**src/rtl/add_sequencer_pkg.sv**
```systemverilog
// Shared constants for the nibble-serial adder: slice width and FSM encoding.
package add_sequencer_pkg;

    localparam int unsigned SLICE_W = 4;

    localparam logic [1:0] ST_IDLE = 2'd0;
    localparam logic [1:0] ST_RUN  = 2'd1;
    localparam logic [1:0] ST_HOLD = 2'd2;

endpackage

```
**src/rtl/add_sequencer_nibble_add.sv**
```systemverilog
// Combinational 4-bit slice adder; bit 4 of sum is the slice carry.
module nibble_add
    import add_sequencer_pkg::*;
(
    input  logic [SLICE_W-1:0] a,
    input  logic [SLICE_W-1:0] b,
    input  logic               cin,
    output logic [SLICE_W:0]   sum
);

    assign sum = (SLICE_W+1)'(a) + (SLICE_W+1)'(b) + (SLICE_W+1)'(cin);

endmodule

```
**src/rtl/add_sequencer.sv**
```systemverilog
// Nibble-serial unsigned adder: accepts a/b, adds one 4-bit slice per cycle,
// holds {cout,result} until the consumer takes it.
module add_sequencer
    import add_sequencer_pkg::*;
#(
    parameter int unsigned NIBBLES = 4
) (
    input  logic                         clk,
    input  logic                         rst,
    input  logic                         in_valid,
    output logic                         in_ready,
    input  logic [SLICE_W*NIBBLES-1:0]   a,
    input  logic [SLICE_W*NIBBLES-1:0]   b,
    output logic                         out_valid,
    input  logic                         out_ready,
    output logic [SLICE_W*NIBBLES-1:0]   result,
    output logic                         cout,
    output logic                         busy
);

    localparam int unsigned IDX_W = $clog2(NIBBLES);

    logic [1:0]                        state_q, state_nx;
    logic [IDX_W-1:0]                  idx_q, idx_nx;
    logic                              carry_q, carry_nx;
    logic                              cout_nx;
    logic [NIBBLES-1:0][SLICE_W-1:0]   a_q, a_nx;
    logic [NIBBLES-1:0][SLICE_W-1:0]   b_q, b_nx;
    logic [NIBBLES-1:0][SLICE_W-1:0]   res_q, res_nx;
    logic [SLICE_W:0]                  slice_sum;

    nibble_add u_nibble_add (
        .a   (a_q[idx_q]),
        .b   (b_q[idx_q]),
        .cin (carry_q),
        .sum (slice_sum)
    );

    // Next-state and datapath update
    always_comb begin
        state_nx = state_q;
        idx_nx   = idx_q;
        carry_nx = carry_q;
        cout_nx  = cout;
        a_nx     = a_q;
        b_nx     = b_q;
        res_nx   = res_q;

        case (state_q)
            ST_IDLE: begin
                if (in_valid) begin
                    a_nx     = a;
                    b_nx     = b;
                    idx_nx   = '0;
                    carry_nx = 1'b0;
                    state_nx = ST_RUN;
                end
            end
            ST_RUN: begin
                res_nx[idx_q] = slice_sum[SLICE_W-1:0];
                carry_nx      = slice_sum[SLICE_W];
                if (idx_q == IDX_W'(NIBBLES-1)) begin
                    cout_nx  = slice_sum[SLICE_W];
                    idx_nx   = '0;
                    state_nx = ST_HOLD;
                end else begin
                    idx_nx = idx_q + 1'b1;
                end
            end
            ST_HOLD: begin
                if (out_ready) begin
                    state_nx = ST_IDLE;
                end
            end
            default: begin
                state_nx = ST_IDLE;
            end
        endcase
    end

    // State, datapath and registered handshake outputs
    always_ff @(posedge clk) begin
        if (rst) begin
            state_q   <= ST_IDLE;
            idx_q     <= '0;
            carry_q   <= 1'b0;
            cout      <= 1'b0;
            a_q       <= '0;
            b_q       <= '0;
            res_q     <= '0;
            in_ready  <= 1'b1;
            out_valid <= 1'b0;
            busy      <= 1'b0;
        end else begin
            state_q   <= state_nx;
            idx_q     <= idx_nx;
            carry_q   <= carry_nx;
            cout      <= cout_nx;
            a_q       <= a_nx;
            b_q       <= b_nx;
            res_q     <= res_nx;
            in_ready  <= (state_nx == ST_IDLE);
            out_valid <= (state_nx == ST_HOLD);
            busy      <= (state_nx != ST_IDLE);
        end
    end

    assign result = res_q;

endmodule
```
**config.mk**
```make
export PLATFORM = sky130hd
export DESIGN_NAME = add_sequencer
export DESIGN_NICKNAME = d
export VERILOG_FILES = /design/src/rtl/add_sequencer_pkg.sv /design/src/rtl/add_sequencer_nibble_add.sv /design/src/rtl/add_sequencer.sv
export SDC_FILE = /design/constraint.sdc
export NUM_CORES = 1
export LEC_CHECK = 0
export BUFFER_PORTS_ARGS = -buffer_cell sky130_fd_sc_hd__buf_2
export CORE_MARGIN = 2
export CORE_UTILIZATION = 40
export DETAILED_ROUTE_END_ITERATION = 8
export PLACE_DENSITY = 0.72
export SYNTH_ARGS = -nofsm -noshare
export SYNTH_HDL_FRONTEND = slang
export SYNTH_SLANG_ARGS = --single-unit
```
**constraint.sdc**
```tcl
create_clock -name clk -period 3.7 [get_ports clk]
set_input_delay 0.185 -clock clk [delete_from_list [all_inputs] [get_ports clk]]
set_output_delay 0.185 -clock clk [all_outputs]
set_load 0.02 [all_outputs]
```
-- Word level (Yosys, flattened, before mapping)
Index checks and enable logic that the tools add are counted.
- bits of input ports: 36
- flip-flop bits (word level): 57
- output and inout port bits: 20
- word-level logic and storage cells: 53
- equal/unequal tests: 5
- $lt $le $gt $ge: 2
- mux-type cells: 16
- add/sub/neg operators: 3
- reductions and logical operators: 8
- operators with widths (kind ; count):
    $bmux 4 s2 ; 2
    $bwmux 16 ; 1
    $mux 4 ; 3
    $mux 2 ; 5
    $demux 4 s2 ; 1
    $eq 2x2->1 const B ; 3
    $pmux 2 s3 ; 1
    $reduce_and 2->1 ; 3
    $add 4x4->5 ; 1
    $add 5x1->5 ; 1
    $logic_not 2->1 ; 2
    $pmux 2 s2 ; 1
    $reduce_bool 2->1 ; 2
    $lt 2x3->1 const B ; 1
    $add 2x1->2 const B ; 1
    $eq 2x1->1 const B ; 1
    $ge 2x1->1 const B ; 1
    $ne 2x2->1 const B ; 1
    $pmux 1 s2 ; 1
    $logic_and 1x1->1 ; 1
    $mux 1 ; 1

-- Depth between registers and ports, before layout
Gate-level depths: netlist of the first run.
- word-level depth: 5
- gate-level depth with buffers: 9

-- Modules after synthesis
From an unflattened synthesis of the first run, not the netlist that was laid out.
- cell total of the unflattened synthesis: 263
- area total of the unflattened synthesis: 2865.2 sq um
- by module, submodules not included (module ; times used ; area each (sq um) ; cells each):
    add_sequencer ; 1 ; 2721.4 ; 247
    nibble_add ; 1 ; 143.9 ; 16

-- Worst setup path after synthesis of the first run
No wires, ideal clock.
- path type: register to register
- from: reg idx_q[0]
- to: reg cout
- arrival time: 2288 ps
- stages on the path, launching flop included: 10
- path buffers: 1
- setup slack: 1288 ps
- cells stage by stage: dfxtp_1 -> buf_2 -> mux4_2 -> fa_1 -> inv_1 -> fa_1 -> inv_1 -> a21o_1 -> a21oi_1 -> a211oi_2
- word-level cells in the longest chain between the ends: 4
- elaborated cells on any way between the ends: 8
- those cells by class: 2 x add/sub; 1 x eq/ne; 4 x mux; 1 x reduce/logical
- RTL lines (what ; RTL line ; source):
    start, declared ; add_sequencer.sv:24 ; logic [IDX_W-1:0] idx_q, idx_nx;
    start signal, assigned ; add_sequencer.sv:96 ; idx_q <= idx_nx;
    $bmux 4 s2 (on tied branches) ; add_sequencer.sv:33, add_sequencer.sv:34 ;
    $mux 4 (on tied branches) ; add_sequencer.sv:33, add_sequencer.sv:34 ;
    $add 4x4->5 ; add_sequencer_nibble_add.sv:11 ; assign sum = (SLICE_W+1)'(a) + (SLICE_W+1)'(b) + (SLICE_W+1)'(cin);
    $add 5x1->5 ; add_sequencer_nibble_add.sv:11 ;
    end signal, assigned ; add_sequencer.sv:98 ; cout <= cout_nx;
    end, declared ; add_sequencer.sv:17 ; output logic cout,
Parallel ways exist; a longest one is shown, timed or not. The select of a mux whose other input is x is not followed.
A chain may end at the register's enable or synchronous reset.

-- Final worst setup path of the first run
Same ends and word-level chain as after synthesis.

==> impl_metrics.toml, run 1 <==
[synth]
yosys_warnings = 0
postSynth.asyncResetShare = 0
yosys.area.top_type = "dfxtp_1"
syn-num-nets = 319
yosys.cell_count.top_type = "nand2_1"
synthMuxAreaShare = 0.0737
synth-simple-area-share = 0.190
synth_edf_count = 0
synth-xor-area-share = 0.00358
synth.area.top_cells = "dfxtp_1, nand2_1, a21oi_1, mux4_2, ha_1"
synthAdderAreaFrac = 0.0522
synth_flop_cell = "dfxtp_1"
synth_compound_area_frac = 0.148
ys_types = 31
synth_top_family_by_area = "simple AND/OR/NAND/NOR gates"
synthCells = 274
ys_seq_area_frac = 0.467
synth_area_per_cell_sq_um = 8.92
netlist.area_leader.share = 0.467
synthTopCellsByCount = "nand2_1, dfxtp_1, a21oi_1"
ys_ff_latch = 57
netlist_area_sq_mm = 0.00244

[clock_network]
cts_sinks = 57
cts-htree-levels = 3
cts_buffers = 9
post_cts_buffers = 0
path_clk_slew_ps = 60
cts_tree = "built"
clock_latency_ps = 340
cts_root_buffer = "clkbuf_8"
ctsHoldBuffers = 0
post_cts_resized = 0
cts_max_path_buffers = 2

[sta]
worst_pin_slew_ps = 993
final-max-slew-violation-count = 0
setup_violations = 0
period_share = 0.727
skew_ps = 3.59
rsz0062_at_grt = "no"
worst_hold_slack_ps = 77.4
min_period_ps = 2690
fmaxAchievable_mhz = 372
hold_violations = 0
setup_tns_ps = 0
relSlewSlack = 0.338

[worst_setup_path]
rr_endpoint = "cout"
ff2ff_path_depth = 8
cp.required_ps = 3880
crit_fanout = 13
path_class = "reg2reg"
worstPathArrival_ps = 2870
endpoint_kind = "flip-flop"
cp-start-kind = "flip-flop"
r2r_start = "idx_q[0]"
rrSetupSlack_ps = 1010

[worst_hold_path]
hold_start = "a[13]"
holdPathStages = 3
min_to = "a_q[13]"
hp-class = "in2reg"

[route]
wl_per_cell_um = 12.2
dr.pass1.iters = 4
ant_nets = 0
drt-initial-drc-count = 109
num_vias = 1943
wl_um = 4920
via_per_inst = 4.83
drc_errors = 0

[global_routing]
grt_pass1_wl_um = 8120
grt_use_total = 0.163
antenna_found_initial = 0
grt_remaining_overflow = 0
grt_pass1_vias = 1840
grt_max_degree = 57

[placement]
io_buffers = 55
gp_congestion = 0.836
hpwl_um = 3430

[finish]
areaGrowthSynthToFinish_pct = 18.4
drive_gt1_frac = 0.257
nets = 367
insertedDiodeCount = 0

[floorplanning]
core-area_sq_mm = 0.00592
dieWidth_um = 82.2
initial_core_util = 0.413
chipHeight_um = 82.2
core.rowCount = 28
io_pins = 56
fp.dieArea_sq_mm = 0.00675

[job]
drv_cap = 0

[pwr]
ir_drop_mv = 0.240
totalPowerFinal_mw = 1.44
cellPowerDensity_mw_per_mm2 = 497
p_leak_nw = 1.20

[outcome]
run_status = "complete, no violations"
-- area by class of cell --
type	instances	area [sq um]
sequential	57	1140
tap	75	93.8
fill	586	3030
multi-input combinational	191	1140
clock buffer	10	128
clock inverter	6	82.6
inverter	8	30.0
timing repair buffer	55	275
-- routing by layer --
layer / routed length (um) / part of all wire / track usage / vias up
met2: 2170 / 0.44 / 0.253 / 57
met4: 90 / 0.018 / 0.0750 / 0
met5: 0 / 0 / 0 / -
li1: - / - / - / 1022
met3: 347 / 0.071 / 0.0641 / 7
met1: 2310 / 0.47 / 0.199 / 857
-- where the power goes --
group / internal, mW / switching, mW / total, mW
registers: 0.644 / 0.0189 / 0.662
clock network: 0.375 / 0.245 / 0.620
logic: 0.0652 / 0.0900 / 0.155
total: 1.08 / 0.353 / 1.44
-- cell usage in the layout, fill, tap and decap left out, drive strengths merged --
cell / n
xnor2: 1
bufinv: 2
ha: 7
o41ai: 1
a311oi: 3
fa: 2
or3: 1
nand4: 3
nor2: 7
o21ai: 1
mux4: 8
dfxtp: 57
clkinv: 3
buf: 55
inv: 8
a211oi: 2
and2: 2
nand3: 8
nand2: 83
clkbuf: 10
clkinvlp: 1
and3: 1
a22oi: 2
nand3b: 1
nor3: 1
a21oi: 51
or2: 1
nor2b: 2
o21bai: 1
a21o: 2
-- how the worst max path moves through the flow --
stage	from	to	slack, ps	cells past startpoint
finish	idx_q[0]	cout	1010	8
global route	idx_q[0]	carry_q	780	8
CTS	idx_q[0]	cout	980	8
detailed placement	idx_q[0]	cout	990	8
global placement	idx_q[0]	cout	1040	8
floorplan	idx_q[0]	cout	1290	9
-- kinds of logic after synthesis --
family                   after synthesis
AO/OA/AOI/OAI                         63
XOR/XNOR                               1
adder cells (fa/ha/maj)                9
buffers and inverters                 26
flip-flops                            57
multiplexers                           8
AND/OR/NAND/NOR                      110
-- worst max-delay path: stages, from the launching register on --
cell	delay [ps]
dfxtp_1	710
mux4_2	610
fa_1	420
inv_1	80
fa_1	200
inv_1	50
a21o_1	170
a21oi_1	210
a211oi_2	100
-- stage by stage --
stage               setup slack, ps  std cells  instance area [sq um]   util
floorplan                      1290        274                   2440      -
global placement               1040        386                   2680  0.453
detailed placement              990        386                   2680  0.453
CTS                             979        402                   2890  0.489
global route                    778        402                   2890  0.489
finish                         1010        402                   2890  0.489
-- state kept, by name, summed over array words and instances (netlist names) --
register	cells
in_ready	1
out_valid	1
idx_q	2
state_q	2
cout	1
b_q	16
a_q	16
busy	1
carry_q	1
result	16
Power figures use the tool's default switching activity.
==> inputs of run 2 (changes only) <==
==> constraint.sdc (replaced) <==
create_clock -name clk -period 2.8 [get_ports clk]
set_input_delay 0.14 -clock clk [delete_from_list [all_inputs] [get_ports clk]]
set_output_delay 0.14 -clock clk [all_outputs]
set_load 0.02 [all_outputs]
==> run 2 against run 1 <==
  * Flip-flop and latch count is the same
  * Worst hold slack got worse by 44 ps
  * Sequential power up 32%
  * Setup slack got worse by 720 ps
  * Utilization is 0.46 points higher
  * Register-to-register slack worse by 720 ps
  * Largest cell class unchanged
  * Final area up 0.95%
  * Critical path depth decreased by 1
  * Cell count up 1.0%
  * Non-clock buffer count up 4
  * Sequential share of layout area down 0.37 points
==> impl_metrics.toml, run 2 (synthesis results as in run 1) <==
[floorplanning]
io_pins = 56
dieWidth_um = 82.2
chipHeight_um = 82.2
core-area_sq_mm = 0.00592
fp.dieArea_sq_mm = 0.00675
core.rowCount = 28
initial_core_util = 0.413

[clock_network]
cts_root_buffer = "clkbuf_8"
ctsHoldBuffers = 0
cts_tree = "built"
post_cts_buffers = 0
cts_sinks = 57
cts_buffers = 9
post_cts_resized = 0
clock_latency_ps = 340
path_clk_slew_ps = 60
cts-htree-levels = 3
cts_max_path_buffers = 2

[sta]
setup_violations = 0
hold_violations = 0
min_period_ps = 2510
skew_ps = 3.94
worst_pin_slew_ps = 988
setup_tns_ps = 0
final-max-slew-violation-count = 0
period_share = 0.898
relSlewSlack = 0.340
rsz0062_at_grt = "no"
fmaxAchievable_mhz = 398

[finish]
fin_cells = 406
most-common-layout-cells = "nand2_1, dfxtp_1, buf_2"
nets = 371
drive_gt1_frac = 0.263
areaGrowthSynthToFinish_pct = 19.6
n_fill_cell = 620
insertedDiodeCount = 0
layout_commonest_cell = "nand2_1"

[global_routing]
antenna_found_initial = 0
grt_pass1_wl_um = 8330
grt_pass1_vias = 1843
grt_remaining_overflow = 0
grt_use_total = 0.168
grt_max_degree = 33

[worst_setup_path]
crit_fanout = 9
cp-start-kind = "flip-flop"
endpoint_kind = "flip-flop"
path_class = "reg2reg"
ff2ff_path_depth = 7
cp.required_ps = 3000
worstPathArrival_ps = 2720

[pwr]
cellPowerDensity_mw_per_mm2 = 641
p_leak_nw = 1.22
ir_drop_mv = 0.319

[route]
ant_nets = 0
drc_errors = 0
dr.pass1.iters = 4
wl_um = 5000
via_per_inst = 4.90
drt-initial-drc-count = 114
num_vias = 1991
wl_per_cell_um = 12.3

[placement]
post-place-cells = 390
gp_congestion = 0.870
io_buffers = 55
hpwl_um = 3570

[worst_hold_path]
holdPathStages = 3
hp-class = "in2reg"

[outcome]
run_status = "complete, no violations"

[job]
drv_cap = 0
## run 2: cell count changes in the layout (fill, tap and decap cells not counted), sizes merged
| cell | delta |
|---|---|
| buf | +4 |
| bufinv | -1 |
| clkbuf | +4 |
| clkinv | -2 |
| clkinvlp | -1 |
## run 2: path summary, 6_finish.rpt
path,start,end,slack [ps]
worst max-delay path,idx_q[0],result[7],290
worst min-delay path,a[12],a_q[12],30
worst max register to register,idx_q[0],result[7],290
worst min register to register,result[0],result[0],450
## run 2: per-stage QoR
stage                     instance area (sq um)  setup WS (ps)   util  hold WS, ps  total power, mW
final                                      2920            285  0.493         33.2             1.87
after global routing                       2920            143  0.493         28.6             1.97
after CTS                                  2920            265  0.493         17.9             1.90
after detailed placement                   2710            272  0.458          386             1.11
after global placement                     2710            376  0.458          385             1.10
after floorplan                            2440            388      -          235             1.05
## run 2: worst max-delay path, stage by stage (launching register included)
cell and delay [ps]:
dfxtp_1 550, buf_4 240, mux4_2 530, ha_1 320
and3_1 180, or3_4 380, nand4_1 110, a21oi_1 60
## run 2: area by class of cell
cell class | count | area, sq um | area share
multi-input combinational | 191 | 1140 | 0.391
tap | 75 | 93.8 | 0.0321
sequential | 57 | 1140 | 0.391
inverter | 8 | 30.0 | 0.0103
timing repair buffer | 59 | 305 | 0.104
clock inverter | 2 | 35.0 | 0.0120
clock buffer | 14 | 173 | 0.0591
## run 2: per-layer routing
layer  part of all wire  vias up  track usage
li1                   -     1034            -
met1               0.47      892        0.202
met2               0.45       58        0.261
met3              0.067        7       0.0772
met4              0.016        0       0.0700
met5                  0        -            0
## run 2: power breakdown
part	switching, mW	internal (mW)	leakage (nW)	total (mW)
logic	0.123	0.0899	0.652	0.213
registers	0.0229	0.851	0.466	0.873
clock network	0.304	0.483	0.107	0.787
total	0.451	1.42	1.22	1.87
